===== config.mk =====
export PLATFORM = sky130hd
export DESIGN_NAME = sparc_mul_req_arb
export DESIGN_NICKNAME = d
export VERILOG_FILES = /design/src/rtl/sparc_mul_req_arb.sv
export SDC_FILE = /design/constraint.sdc
export NUM_CORES = 1
export LEC_CHECK = 0
export CAP_MARGIN = 20
export CORE_AREA = 2 2 207 209
export DETAILED_ROUTE_END_ITERATION = 7
export DIE_AREA = 0 0 209 211
export SLEW_MARGIN = 20
export SYNTH_ARGS = -nofsm -noshare
export SYNTH_HDL_FRONTEND = slang
export SYNTH_SLANG_ARGS = --single-unit
export TNS_END_PERCENT = 10

===== constraint.sdc =====
create_clock -name rclk -period 4.96 [get_ports rclk]
set_input_delay 0.992 -clock rclk [delete_from_list [all_inputs] [get_ports rclk]]
set_output_delay 0.992 -clock rclk [all_outputs]
set_load 0.01 [all_outputs]

===== src/rtl/sparc_mul_req_arb.sv =====
// sparc_mul_req_arb: issue stage in front of the SPARC multiplier.
// It buffers one EXU multiply request and one SPU request (MAC, bypass or
// accumulator shift). It arbitrates between them round-robin, issues one op at a
// time as a single-cycle pulse, and holds the op until the matching ack returns.
// If that ack does not arrive within ACK_TIMEOUT wait cycles, it sets a sticky
// error and frees the slot.
//
// Ports:
//   rclk, arst_l                   clock, async active-low reset
//   exu_req_vld/rdy/rs1/rs2        EXU request handshake and operands
//   spu_req_vld/rdy/op1/op2        SPU request handshake and operands
//   spu_req_acc/shf/rst            SPU qualifiers (MAC, shift op, accumulator reset)
//   exu_mul_input_vld, *_rs*_data  EXU issue pulse and operands to the multiplier
//   spu_mul_req_vld/areg_shf       SPU issue pulses (MAC/bypass, shift)
//   spu_mul_acc/areg_rst/op*_data  SPU qualifiers and operands to the multiplier
//   mul_exu_ack/spu_ack/spu_shf_ack  acks from the multiplier
//   arb_busy                       an op is outstanding at the multiplier
//   arb_timeout_err                sticky ack-timeout flag
module sparc_mul_req_arb #(
    parameter int unsigned ACK_TIMEOUT = 64,
    parameter int unsigned CNT_W       = 8
) (
    input  logic        rclk,
    input  logic        arst_l,
    input  logic        exu_req_vld,
    output logic        exu_req_rdy,
    input  logic [63:0] exu_req_rs1,
    input  logic [63:0] exu_req_rs2,
    input  logic        spu_req_vld,
    output logic        spu_req_rdy,
    input  logic [63:0] spu_req_op1,
    input  logic [63:0] spu_req_op2,
    input  logic        spu_req_acc,
    input  logic        spu_req_shf,
    input  logic        spu_req_rst,
    output logic        exu_mul_input_vld,
    output logic [63:0] exu_mul_rs1_data,
    output logic [63:0] exu_mul_rs2_data,
    output logic        spu_mul_req_vld,
    output logic        spu_mul_areg_shf,
    output logic        spu_mul_acc,
    output logic        spu_mul_areg_rst,
    output logic [63:0] spu_mul_op1_data,
    output logic [63:0] spu_mul_op2_data,
    input  logic        mul_exu_ack,
    input  logic        mul_spu_ack,
    input  logic        mul_spu_shf_ack,
    output logic        arb_busy,
    output logic        arb_timeout_err
);

    typedef enum logic [1:0] {StIdle, StExuWait, StSpuWait, StShfWait} state_e;

    state_e             state_q, state_d;
    logic               rr_q, rr_d;       // 0: favour EXU, 1: favour SPU
    logic [CNT_W-1:0]   cnt_q, cnt_d;
    logic               err_q, err_d;

    logic               exu_full_q, exu_full_d;
    logic [63:0]        exu_rs1_q, exu_rs2_q;
    logic               spu_full_q, spu_full_d;
    logic [63:0]        spu_op1_q, spu_op2_q;
    logic               spu_acc_q, spu_shf_q, spu_rst_q;

    logic               exu_take, spu_take;
    logic               exu_free, spu_free;
    logic               issue_exu, issue_spu;
    logic               timeout_hit;

    assign exu_take = exu_req_vld & ~exu_full_q;
    assign spu_take = spu_req_vld & ~spu_full_q;

    // Issue only from IDLE, so an ack coincident with the issue pulse is never seen.
    assign issue_exu = (state_q == StIdle) & exu_full_q & (~spu_full_q | ~rr_q);
    assign issue_spu = (state_q == StIdle) & spu_full_q & (~exu_full_q | rr_q);

    // Counter holds k-1 in the k-th wait cycle; this is the cycle the count reaches
    // ACK_TIMEOUT, and an ack in the same cycle still takes priority.
    assign timeout_hit = (cnt_q == CNT_W'(ACK_TIMEOUT - 1));

    always_comb begin
        state_d  = state_q;
        rr_d     = rr_q;
        cnt_d    = cnt_q;
        err_d    = err_q;
        exu_free = 1'b0;
        spu_free = 1'b0;
        unique case (state_q)
            StIdle: begin
                if (issue_exu) begin
                    state_d = StExuWait;
                    cnt_d   = '0;
                    if (spu_full_q) rr_d = 1'b1;
                end else if (issue_spu) begin
                    state_d = spu_shf_q ? StShfWait : StSpuWait;
                    cnt_d   = '0;
                    if (exu_full_q) rr_d = 1'b0;
                end
            end
            StExuWait: begin
                if (mul_exu_ack || timeout_hit) begin
                    state_d  = StIdle;
                    exu_free = 1'b1;
                    if (!mul_exu_ack) err_d = 1'b1;
                end else begin
                    cnt_d = cnt_q + CNT_W'(1);
                end
            end
            StSpuWait: begin
                if (mul_spu_ack || timeout_hit) begin
                    state_d  = StIdle;
                    spu_free = 1'b1;
                    if (!mul_spu_ack) err_d = 1'b1;
                end else begin
                    cnt_d = cnt_q + CNT_W'(1);
                end
            end
            StShfWait: begin
                if (mul_spu_shf_ack || timeout_hit) begin
                    state_d  = StIdle;
                    spu_free = 1'b1;
                    if (!mul_spu_shf_ack) err_d = 1'b1;
                end else begin
                    cnt_d = cnt_q + CNT_W'(1);
                end
            end
            default: state_d = StIdle;
        endcase
    end

    // Capture and free never coincide on one slot: capture needs rdy=1, free needs full.
    assign exu_full_d = exu_take | (exu_full_q & ~exu_free);
    assign spu_full_d = spu_take | (spu_full_q & ~spu_free);

    always_ff @(posedge rclk or negedge arst_l) begin
        if (!arst_l) begin
            state_q    <= StIdle;
            rr_q       <= 1'b0;
            cnt_q      <= '0;
            err_q      <= 1'b0;
            exu_full_q <= 1'b0;
            exu_rs1_q  <= '0;
            exu_rs2_q  <= '0;
            spu_full_q <= 1'b0;
            spu_op1_q  <= '0;
            spu_op2_q  <= '0;
            spu_acc_q  <= 1'b0;
            spu_shf_q  <= 1'b0;
            spu_rst_q  <= 1'b0;
        end else begin
            state_q    <= state_d;
            rr_q       <= rr_d;
            cnt_q      <= cnt_d;
            err_q      <= err_d;
            exu_full_q <= exu_full_d;
            spu_full_q <= spu_full_d;
            if (exu_take) begin
                exu_rs1_q <= exu_req_rs1;
                exu_rs2_q <= exu_req_rs2;
            end
            if (spu_take) begin
                spu_op1_q <= spu_req_op1;
                spu_op2_q <= spu_req_op2;
                spu_acc_q <= spu_req_acc;
                spu_shf_q <= spu_req_shf;
                spu_rst_q <= spu_req_rst;
            end
        end
    end

    assign exu_req_rdy       = ~exu_full_q;
    assign spu_req_rdy       = ~spu_full_q;
    assign exu_mul_input_vld = issue_exu;
    assign spu_mul_req_vld   = issue_spu & ~spu_shf_q;
    assign spu_mul_areg_shf  = issue_spu & spu_shf_q;
    // Slots cannot be overwritten while full, so these stay stable until the ack.
    assign exu_mul_rs1_data  = exu_rs1_q;
    assign exu_mul_rs2_data  = exu_rs2_q;
    assign spu_mul_op1_data  = spu_op1_q;
    assign spu_mul_op2_data  = spu_op2_q;
    assign spu_mul_acc       = spu_acc_q;
    assign spu_mul_areg_rst  = spu_rst_q;
    assign arb_busy          = (state_q != StIdle);
    assign arb_timeout_err   = err_q;

endmodule


======== Yosys cells after proc, flatten, opt, wreduce, memory -nomap -nowiden ========
Index checks and enable logic that the tools add are counted.
storage, ports and cells
  register bits ........................... 273
  output and inout port bits .............. 265
cells by class
  add/sub/neg operators ................... 1
  equality and inequality tests ........... 15
  mux-type cells .......................... 29
  bitwise gates (word level) .............. 20
  reductions and logical operators ........ 12
operator list
  cell                                                                    count
  8-bit 2-to-1 mux                                                        5
  8-bit one-hot mux with 4 select lines                                   1
  2-bit != test (second input constant)                                   9
  1-bit 2-to-1 mux                                                        15
  4-bit AND reduction                                                     3
  1-bit AND                                                               10
  2-bit 2-to-1 mux                                                        5
  8-bit by 1-bit adder with 8-bit output (second input constant)          1
  8-bit by 6-bit equality test with 1-bit output (second input constant)  1
  2-bit one-hot mux with 4 select lines                                   1
  7-bit AND reduction                                                     1
  1-bit NOT                                                               6
  2-bit nonzero test                                                      3
  2-bit equality test (second input constant)                             2
  1-bit bitwise OR                                                        4
  1-bit logical OR                                                        3
  3-bit != test (second input constant)                                   1
  1-bit one-hot mux with 3 select lines                                   1
  3-bit nonzero test                                                      1
  2-bit by 1-bit equality test with 1-bit output (second input constant)  1
  2-bit zero test                                                         1
  2-bit by 1-bit != test with 1-bit output (second input constant)        1
  1-bit one-hot mux with 2 select lines                                   1

======== Longest topological paths before layout ========
Gate-level depths: netlist of run 1.
  depth after elaboration ................. 7
  gate-level depth with buffers ........... 6
  gate-level depth less buffers ........... 5

======== Worst setup path after synthesis of run 1 ========
OpenSTA, ideal clock, no wires.
  path kind ............................... input-to-reg
  from .................................... in spu_req_vld
  to ...................................... reg spu_op1_q[0] (netlist: spu_mul_op1_data[0])
  library setup time ...................... 128 ps
  data arrival time ....................... 1961 ps
  slack ................................... 2872 ps
  stages .................................. 5
  path through ............................ nor2b_1 -> buf_2 -> buf_2 -> buf_2 -> mux2_1
on the way
  cells in the longest elaborated chain, start to end .. 1
ends and longest elaborated chain
  what                  line  text
  start, declared       29    input logic spu_req_vld,
  1-bit AND             71    assign spu_take = spu_req_vld & ~spu_full_q;
  end signal, assigned  162   spu_op1_q <= spu_req_op1;
  end, declared         62    logic [63:0] spu_op1_q, spu_op2_q;
No other way between the ends.
A chain may end at the register's enable or synchronous reset.

======== Worst setup path in the final report of run 1 ========
  from .................................... reg state_q[0]
  to ...................................... out spu_mul_req_vld
on the way
  cells in the longest elaborated chain, start to end .. 4
ends and longest elaborated chain
  what                     line  text
  start, declared          54    state_e state_q, state_d;
  start signal, assigned   137   state_q <= StIdle;
  start signal, assigned   151   state_q <= state_d;
  2-bit zero test          75    assign issue_spu = (state_q == StIdle) & spu_full_q & (~exu_full_q | rr_q);
  1-bit AND (2 in series)  75
  1-bit AND                174   assign spu_mul_req_vld = issue_spu & ~spu_shf_q;
  end, declared            39    output logic spu_mul_req_vld,
No other way between the ends.

==> results of run 1 <==
## kinds of logic (layout without fill, tap and decap cells)
group,count (synthesis),count (layout),share of synthesized area (%)
flip-flops,273,273,66.0
multiplexers,260,260,28.3
buffers and inverters,35,605,1.72
AND/OR/NAND/NOR,30,30,1.69
AO/OA/AOI/OAI,24,24,1.92
XOR/XNOR,2,2,0.169
adder cells (fa/ha/maj),1,1,0.121
## power groups by stage
stage	logic, µW	registers [µW]	clock network, µW
2_1_floorplan	1260	4430	0
3_3_place_gp	4690	3960	0
3_5_place_dp	4730	4000	0
4_1_cts	4750	3980	2680
5_1_grt	4940	4120	2770
6_report	4650	3960	2570
## worst paths after layout
| path | startpoint | end | slack, ns | cells after the start |
|---|---|---|---|---|
| max | state_q[0] | spu_mul_req_vld | 1.70 | 4 |
| min | arst_l | exu_mul_rs1_data[59] | 0.47 | 1 |
| max reg2reg | exu_full_q | exu_mul_rs2_data[7] | 2.85 | 3 |
| min reg2reg | arb_timeout_err | arb_timeout_err | 0.48 | 1 |
| max in group asynchronous | arst_l | exu_mul_rs1_data[25] | 3.43 | 2 |
| min in group rclk | arb_timeout_err | arb_timeout_err | 0.48 | 1 |
## cell usage in the layout (no fill, tap or decap), types with 3 or more instances in the layout
cell and n:
buf_4 3, o21ai_0 3, clkbuf_16 37, inv_1 3
dfrtp_1 273, bufinv_16 3, a21o_1 3, nor2_1 5
clkdlybuf4s50_1 529, o21ai_1 4, nand2_1 8, clkinv_2 4
clkbuf_8 7, clkbuf_1 7, nand3_1 3, o22a_1 3
buf_12 5, mux2_1 258
## critical path, cell delays in order (launching register included)
cell,delay (ns)
dfrtp_1,0.44
nor2_1,0.33
o211ai_1,0.23
nor2_1,0.16
clkdlybuf4s50_1,0.59
## flip-flops by register name, indices dropped and copies added, names as in the netlist, 2 cells and up
register          cells
exu_mul_rs2_data     64
spu_mul_op1_data     64
spu_mul_op2_data     64
state_q               2
exu_mul_rs1_data     64
cnt_q                 8
## metal layers
layer	vias up	track usage, %
li1	3307	-
met1	3609	16.2
met2	268	25.7
met3	40	4.73
met4	0	4.41
met5	-	0
## layout make-up
cell class                 instances  area [µm²]
timing repair buffer             538        5430
fill                            3869       24300
multi-input combinational        317        3350
tap                              539         674
sequential                       273        6830
clock inverter                    10         134
inverter                           6        22.5
clock buffer                      51        1050
## stage by stage
step	area (µm²)	power, µW	setup slack (ns)	hold WS (ns)
floorplan	10300	5690	2.87	0.468
global placement	16300	8650	1.88	0.466
detailed placement	16300	8730	1.87	0.464
CTS	17500	11400	1.60	0.482
global route	17500	11800	1.46	0.489
finish	17500	11200	1.70	0.468
==> flow_metrics.env, run 1 <==
export IMPL_p_int_uw=7790
export IMPL_drv_slew=0
export IMPL_routed_wl_um=32400
export IMPL_crit_arrival_ns=2.27
export IMPL_num_vias=7224
export IMPL_p_seq_share_pct=35.4
export IMPL_p_switching_uw=3390
export IMPL_post_cts_resize_count=0
export IMPL_outcome="completed"
export IMPL_netlist_top_cells_count="dfrtp_1, mux2_1, buf_2, nand2_1, nor2_1"
export IMPL_ios=531
export IMPL_synth_area_leader_cell="dfrtp_1"
export IMPL_tns_ns=0
export IMPL_met3WireLength_um=2340
export IMPL_syn_avg_cell_area_um2=16.6
export IMPL_synth_nets=892
export IMPL_drive_gt1_share_pct=6.28
export IMPL_synth_most_common_cell="dfrtp_1"
export IMPL_final_cell_count_no_fill=1734
export IMPL_synth_seq_area_share_pct=66.0
export IMPL_syn_inst=625
export IMPL_ant_nets=0
export IMPL_setup_viol=0
export IMPL_ir_drop_mv=0.298
export IMPL_maxUsedRoutingLayer="met4"
export IMPL_cp_max_fo=6
export IMPL_cts_tree="built"
export IMPL_cts_buffers_inserted=34
export IMPL_max_slew_margin_pct=45.7
export IMPL_grt_util_all_layers_pct=14.4
export IMPL_hold_buffers=0
export IMPL_required_ns=3.97
export IMPL_leakage_uw=0.00716
export IMPL_grt_setup_unrepaired="false"
export IMPL_core_area_um2=41800
export IMPL_start_kind="flop"
export IMPL_clock_power_share_pct=23.0
export IMPL_ys_top_cells_by_area="dfrtp_1, mux2_1, buf_2, buf_4, nand2_1"
export IMPL_maxCapViolCount=0
export IMPL_start_util_pct=24.8
export IMPL_dp_cells=1673
export IMPL_fmaxAchievable_mhz=307
export IMPL_final_util_pct=41.9
export IMPL_clkLatencyLatePin_ns=0.52
export IMPL_wl_met2_um=16900
export IMPL_port_buffers=530
export IMPL_postSynth_asyncResetShare_pct=100
export IMPL_yosys_warnings=0
export IMPL_p_comb_share_pct=41.6
export IMPL_rows=75
export IMPL_synth_edf_count=0
export IMPL_grt_pass1_vias=7767
export IMPL_crit_type="flop to output port"
export IMPL_power_density_nw_per_um2=639
export IMPL_antenna_cells=0
export IMPL_synthToLayoutAreaGrowth_pct=69.1
export IMPL_fin_crit_sh_pct=65.7
export IMPL_grt_max_degree=99
export IMPL_dieArea_um2=44100
export IMPL_wl_per_cell_um=18.7
export IMPL_cts_root_buf="clkbuf_16"
export IMPL_synthFlopType="dfrtp_1"
export IMPL_first_pass_iters=6
export IMPL_cts_buffer_depth=3
export IMPL_path_clk_slew_ns=0.06
export IMPL_tightest_slew_ns=0.812
export IMPL_grt_overflow_total=0
export IMPL_place_congestion=0.875
export IMPL_routed_via_density=4.17
export IMPL_syn_cell_area_um2=10300
export IMPL_drc=0
export IMPL_grt_pass1_wl_um=48000
export IMPL_final_hold_viol_count=0
export IMPL_ys_seq_elements=273
export IMPL_die_h_um=211
export IMPL_dp_hpwl_um=24200
export IMPL_period_minus_slack_ns=3.26
export IMPL_synth_top_area_share_pct=66.0
export IMPL_antenna_found_initial=0
export IMPL_synth_cell_type_count=40
export IMPL_post_cts_setup_buffer_count=0
export IMPL_drt_iter0_drc=255
export IMPL_htree_levels=2
export IMPL_cts_sinks=273
export IMPL_die_w_um=209
export IMPL_swShare_pct=30.4
export IMPL_wirelength_met1_um=12500
export IMPL_hold_path_class="primary input to async pin"
export IMPL_nets=1437
export IMPL_skew_ns=0.00717
export IMPL_crit_path_end_kind="output port"
No activity file was read; power rests on OpenSTA's default activity.
==> inputs of run 2 (changes only) <==
- clock period: 4.96 -> 3.2 ns (I/O delays scaled with it)
==> flow_metrics.env, run 2 (same netlist as run 1, synthesis figures left out) <==
export IMPL_synthToLayoutAreaGrowth_pct=68.9
export IMPL_grt_pass1_wl_um=49500
export IMPL_grt_setup_unrepaired="false"
export IMPL_post_cts_setup_buffer_count=0
export IMPL_path_clk_slew_ns=0.07
export IMPL_routed_wl_um=32700
export IMPL_drc=0
export IMPL_max_slew_margin_pct=43.6
export IMPL_crit_arrival_ns=2.30
export IMPL_power_density_nw_per_um2=971
export IMPL_dp_hpwl_um=25200
export IMPL_fill_cells=3875
export IMPL_placed_area_um2=16500
export IMPL_hold_path_class="primary input to async pin"
export IMPL_port_buffers=530
export IMPL_ant_nets=0
export IMPL_slowest_delay_ns=0.58
export IMPL_routed_via_density=4.18
export IMPL_ios=531
export IMPL_die_h_um=211
export IMPL_antenna_cells=0
export IMPL_grt_pass1_vias=7867
export IMPL_hold_ws_ns=0.137
export IMPL_power_uw=17000
export IMPL_final_common_cell="clkdlybuf4s50_1"
export IMPL_drt_iter0_drc=207
export IMPL_antenna_found_initial=1
export IMPL_die_w_um=209
export IMPL_start_util_pct=24.8
export IMPL_crit_path_end_kind="output port"
export IMPL_design_area_um2=17500
export IMPL_endpoint="spu_mul_req_vld"
export IMPL_rrSetupSlack_ns=1.39
export IMPL_tightest_slew_ns=0.845
export IMPL_fmaxAchievable_mhz=340
export IMPL_drive_gt1_share_pct=6.61
export IMPL_drv_slew=0
export IMPL_leakage_uw=0.00717
export IMPL_post_cts_resize_count=0
export IMPL_reg2regPathDepth=3
export IMPL_grt_overflow_total=0
export IMPL_maxCapViolCount=0
export IMPL_setup_viol=0
export IMPL_cts_buffers_inserted=31
export IMPL_crit_chain="nor2_1, o211ai_1, nor2_1, clkdlybuf4s50_1"
export IMPL_rows=75
export IMPL_htree_levels=1
export IMPL_final_util_pct=41.8
export IMPL_rr_endpoint="exu_mul_rs1_data[25]"
export IMPL_nets=1445
export IMPL_grt_max_degree=102
export IMPL_start_kind="flop"
export IMPL_crit_cells=4
export IMPL_cp_top_family="buffers and inverters"
export IMPL_worst_setup_path_startpoint="state_q[0]"
export IMPL_cp_common_cell="nor2_1"
export IMPL_cts_sinks=273
export IMPL_period_minus_slack_ns=2.94
export IMPL_crit_type="flop to output port"
export IMPL_clkLatencyLatePin_ns=0.56
export IMPL_outcome="completed"
export IMPL_core_area_um2=41800
export IMPL_ir_drop_mv=0.595
export IMPL_cp_max_fo=6
export IMPL_final_cell_mix="clkdlybuf4s50_1, dfrtp_1, mux2_1, clkbuf_16"
export IMPL_place_congestion=0.812
export IMPL_crit_buf_inv=1
export IMPL_skew_ns=0.0106
export IMPL_first_pass_iters=4
export IMPL_cts_buffer_depth=3
export IMPL_crit_slowest_cell="clkdlybuf4s50_1"
export IMPL_fin_crit_sh_pct=91.9
export IMPL_required_ns=2.56
export IMPL_dieArea_um2=44100
export IMPL_hold_buffers=0
export IMPL_r2r_start="exu_full_q"
export IMPL_tns_ns=0
export IMPL_wl_per_cell_um=18.9
export IMPL_cts_root_buf="clkbuf_16"
export IMPL_cts_tree="built"
export IMPL_num_vias=7253
export IMPL_grt_util_all_layers_pct=14.6
export IMPL_final_hold_viol_count=0
-- run 2: cell count changes in the layout (fill, tap and decap cells not counted), sizes merged --
cell      delta
clkinv       -2
inv          +1
clkbuf       -6
buf         +11
clkinvlp     -2
bufinv       -1
-- run 2: per-layer routing --
layer | wire length (µm) | GRT usage, % | vias to the layer above
li1 | - | - | 3322
met3 | 2230 | 3.78 | 43
met1 | 12800 | 17.3 | 3630
met2 | 17100 | 26.2 | 258
met4 | 624 | 3.89 | 0
met5 | 0 | 0 | -
-- run 2: stage by stage --
| step | worst slack (ns) | std cells |
|---|---|---|
| 2_1_floorplan | 1.46 | 625 |
| 3_3_place_gp | 0.761 | 1684 |
| 3_5_place_dp | 0.733 | 1684 |
| 4_1_cts | 0.172 | 1735 |
| 5_1_grt | 0.0193 | 1735 |
| 6_report | 0.258 | 1735 |
-- run 2: layout make-up --
type,instances,area (µm²),share of cell area [%]
clock buffers,45,928,5.31
clock inverters,6,83.8,0.480
inverters,6,22.5,0.129
multi-input cells,317,3350,19.2
flip-flops and latches,273,6830,39.1
well taps,539,674,3.86
repair buffers,549,5580,31.9
-- run 2: worst register-to-register path: cells and delay by family, from the launching register on --
kind	cells	cell delay [ns]
muxes	1	0.37
and+or+nand+nor	1	0.54
DFF	1	0.49
buffers and inverters	1	0.29
-- run 2: how the worst min path moves through the flow --
stage	from	endpoint
floorplan	arst_l	arb_timeout_err
global placement	exu_mul_rs1_data[14]	exu_mul_rs1_data[14]
detailed placement	arb_timeout_err	arb_timeout_err
CTS	arst_l	exu_mul_rs1_data[63]
global route	arst_l	exu_mul_rs1_data[62]
finish	arst_l	exu_mul_rs1_data[63]
-- run 2: where the power goes --
group / leakage (µW) / switching (µW) / internal (µW) / total, µW
Clock: 0.000503 / 1390 / 2140 / 3540
Sequential: 0.00322 / 958 / 5200 / 6160
Combinational: 0.00345 / 2850 / 4420 / 7270
==> inputs of run 3 (changes only) <==
- ABC_AREA: unset -> 1
- CORE_AREA: 2 2 207 209 -> 2 2 205 207
- DIE_AREA: 0 0 209 211 -> 0 0 207 209
==> flow_metrics.env, run 3 <==
export IMPL_start_util_pct=26.1
export IMPL_antenna_found_initial=0
export IMPL_synthFlopType="dfrtp_1"
export IMPL_die_w_um=207
export IMPL_tns_ns=0
export IMPL_synthToLayoutAreaGrowth_pct=65.1
export IMPL_synth_nets=937
export IMPL_drv_slew=0
export IMPL_yosys_warnings=0
export IMPL_cts_buffer_depth=3
export IMPL_grt_util_all_layers_pct=14.2
export IMPL_ios=531
export IMPL_syn_avg_cell_area_um2=16.1
export IMPL_crit_type="flop to output port"
export IMPL_crit_path_end_kind="output port"
export IMPL_synth_edf_count=0
export IMPL_netlist_top_cells_count="dfrtp_1, mux2_2, mux2_4, nand2_1, buf_6"
export IMPL_tightest_slew_ns=0.712
export IMPL_synth_cell_type_count=22
export IMPL_dp_hpwl_um=23900
export IMPL_leakage_uw=0.00767
export IMPL_num_vias=7523
export IMPL_p_switching_uw=5250
export IMPL_period_minus_slack_ns=2.86
export IMPL_grt_max_degree=76
export IMPL_ys_seq_elements=273
export IMPL_design_area_um2=17800
export IMPL_port_buffers=530
export IMPL_routed_wl_um=31900
export IMPL_placed_area_um2=16700
export IMPL_wl_per_cell_um=17.8
export IMPL_fmaxAchievable_mhz=349
export IMPL_endpoint="spu_mul_areg_shf"
export IMPL_final_cell_mix="clkdlybuf4s50_1, dfrtp_1, mux2_2, mux2_4, nand2_1"
export IMPL_cp_max_fo=6
export IMPL_grt_pass1_vias=8051
export IMPL_die_h_um=209
export IMPL_cts_tree="built"
export IMPL_htree_levels=1
export IMPL_setup_viol=0
export IMPL_r2r_start="spu_full_q"
export IMPL_drive_gt1_share_pct=27.1
export IMPL_skew_ns=0.0109
export IMPL_fin_crit_sh_pct=89.5
export IMPL_max_slew_margin_pct=52.5
export IMPL_rr_endpoint="spu_mul_op2_data[8]"
export IMPL_grt_pass1_wl_um=48600
export IMPL_worst_setup_path_startpoint="state_q[1]"
export IMPL_cts_buffers_inserted=31
export IMPL_ys_top_cells_by_area="dfrtp_1, mux2_2, mux2_4, buf_6, nand2_1"
export IMPL_outcome="completed"
export IMPL_synth_top_area_share_pct=63.5
export IMPL_final_hold_viol_count=0
export IMPL_clock_power_share_pct=20.0
export IMPL_synth_seq_area_share_pct=63.5
export IMPL_rrSetupSlack_ns=1.48
export IMPL_hold_buffers=0
export IMPL_first_pass_iters=4
export IMPL_drt_iter0_drc=227
export IMPL_rows=75
export IMPL_grt_overflow_total=0
export IMPL_synth_area_leader_cell="dfrtp_1"
export IMPL_fin_ws_ns=0.336
export IMPL_path_clk_slew_ns=0.06
export IMPL_cts_sinks=273
export IMPL_nets=1490
export IMPL_dieArea_um2=43300
export IMPL_p_int_uw=12300
export IMPL_postSynth_asyncResetShare_pct=100
export IMPL_ir_drop_mv=0.551
export IMPL_routed_via_density=4.21
export IMPL_maxCapViolCount=0
export IMPL_antenna_cells=0
export IMPL_swShare_pct=29.9
export IMPL_drc=0
export IMPL_syn_cell_area_um2=10800
export IMPL_reg2regPathDepth=4
export IMPL_hold_path_class="primary input to async pin"
export IMPL_synth_most_common_cell="dfrtp_1"
export IMPL_required_ns=2.56
export IMPL_post_cts_resize_count=0
export IMPL_core_area_um2=41300
export IMPL_post_place_ws_ns=0.709
export IMPL_p_comb_share_pct=45.4
export IMPL_start_kind="flop"
export IMPL_grt_setup_unrepaired="false"
export IMPL_ant_nets=0
export IMPL_p_seq_share_pct=34.7
export IMPL_cts_root_buf="clkbuf_16"
export IMPL_syn_inst=670
export IMPL_crit_arrival_ns=2.22
export IMPL_power_density_nw_per_um2=989
export IMPL_place_congestion=0.771
export IMPL_post_cts_setup_buffer_count=0
export IMPL_clkLatencyLatePin_ns=0.56
export IMPL_final_common_cell="clkdlybuf4s50_1"
-- run 3: cell count changes after synthesis, moves of 4 or more --
cell     change
inv_1       +16
o21ai_1      -4
buf_2       -18
nor2_1       +7
nand2_2      +5
nand2_1     +32
mux2_4      +66
buf_6       +21
mux2_1     -258
mux2_2     +190
o21ai_0      +8
buf_4        -4
-- run 3: cell families (layout without fill, tap and decap cells) --
family | Yosys count | in the layout | share of synthesized area (%)
buf+inv | 49 | 627 | 3.26
compound gates | 17 | 17 | 0.849
simple gates | 70 | 70 | 2.80
xor+xnor | 2 | 2 | 0.163
fa+ha+maj | 1 | 1 | 0.116
mux | 258 | 258 | 29.3
flops | 273 | 273 | 63.5
-- run 3: layout make-up --
type | count | area, µm²
fillers | 3853 | 23500
flip-flops and latches | 273 | 6830
repair buffers | 548 | 5550
multi-input cells | 348 | 3610
clock buffers | 46 | 932
well taps | 539 | 674
clock inverters | 12 | 92.6
inverters | 21 | 78.8
-- run 3: power by group through the flow --
stage,clock [µW],sequential (µW),combinational [µW]
after floorplan,0,6860,2710
after global placement,0,6070,8030
after detailed placement,0,6120,8080
after CTS,3640,6110,8100
after global routing,3800,6320,8430
final,3510,6090,7970
-- run 3: how the worst min path moves through the flow --
stage	cells after the start	slack (ns)	end
6_report	1	0.04	spu_mul_op2_data[45]
4_1_cts	1	0.08	spu_mul_op1_data[63]
3_5_place_dp	2	0.47	arb_timeout_err
5_1_grt	1	0.07	spu_mul_op1_data[63]
3_3_place_gp	2	0.45	arb_timeout_err
2_1_floorplan	0	0.34	arb_timeout_err
-- run 3: critical path, stage by stage (launching register included) --
cell             delay, ns
dfrtp_1               0.41
inv_1                 0.10
nand2_1               0.08
inv_1                 0.18
o211ai_1              0.18
nor2_1                0.12
clkdlybuf4s50_1       0.58
-- run 3: routing by layer --
metal	share of wire, %	up-vias	GRT usage, %	wire (µm)
li1	-	3427	-	-
met1	40	3700	17.1	12900
met2	48	353	24.1	15300
met3	9.4	43	5.18	3000
met4	2.1	0	3.87	664
met5	0	-	0	0
-- run 3: stage by stage --
stage	hold slack (ns)	std cells	util (%)	power, µW
floorplan	0.344	670	-	9570
global placement	0.451	1729	40.5	14100
detailed placement	0.466	1729	40.5	14200
CTS	0.0771	1787	43.0	17800
global route	0.0697	1787	43.0	18500
finish	0.0364	1787	43.0	17600
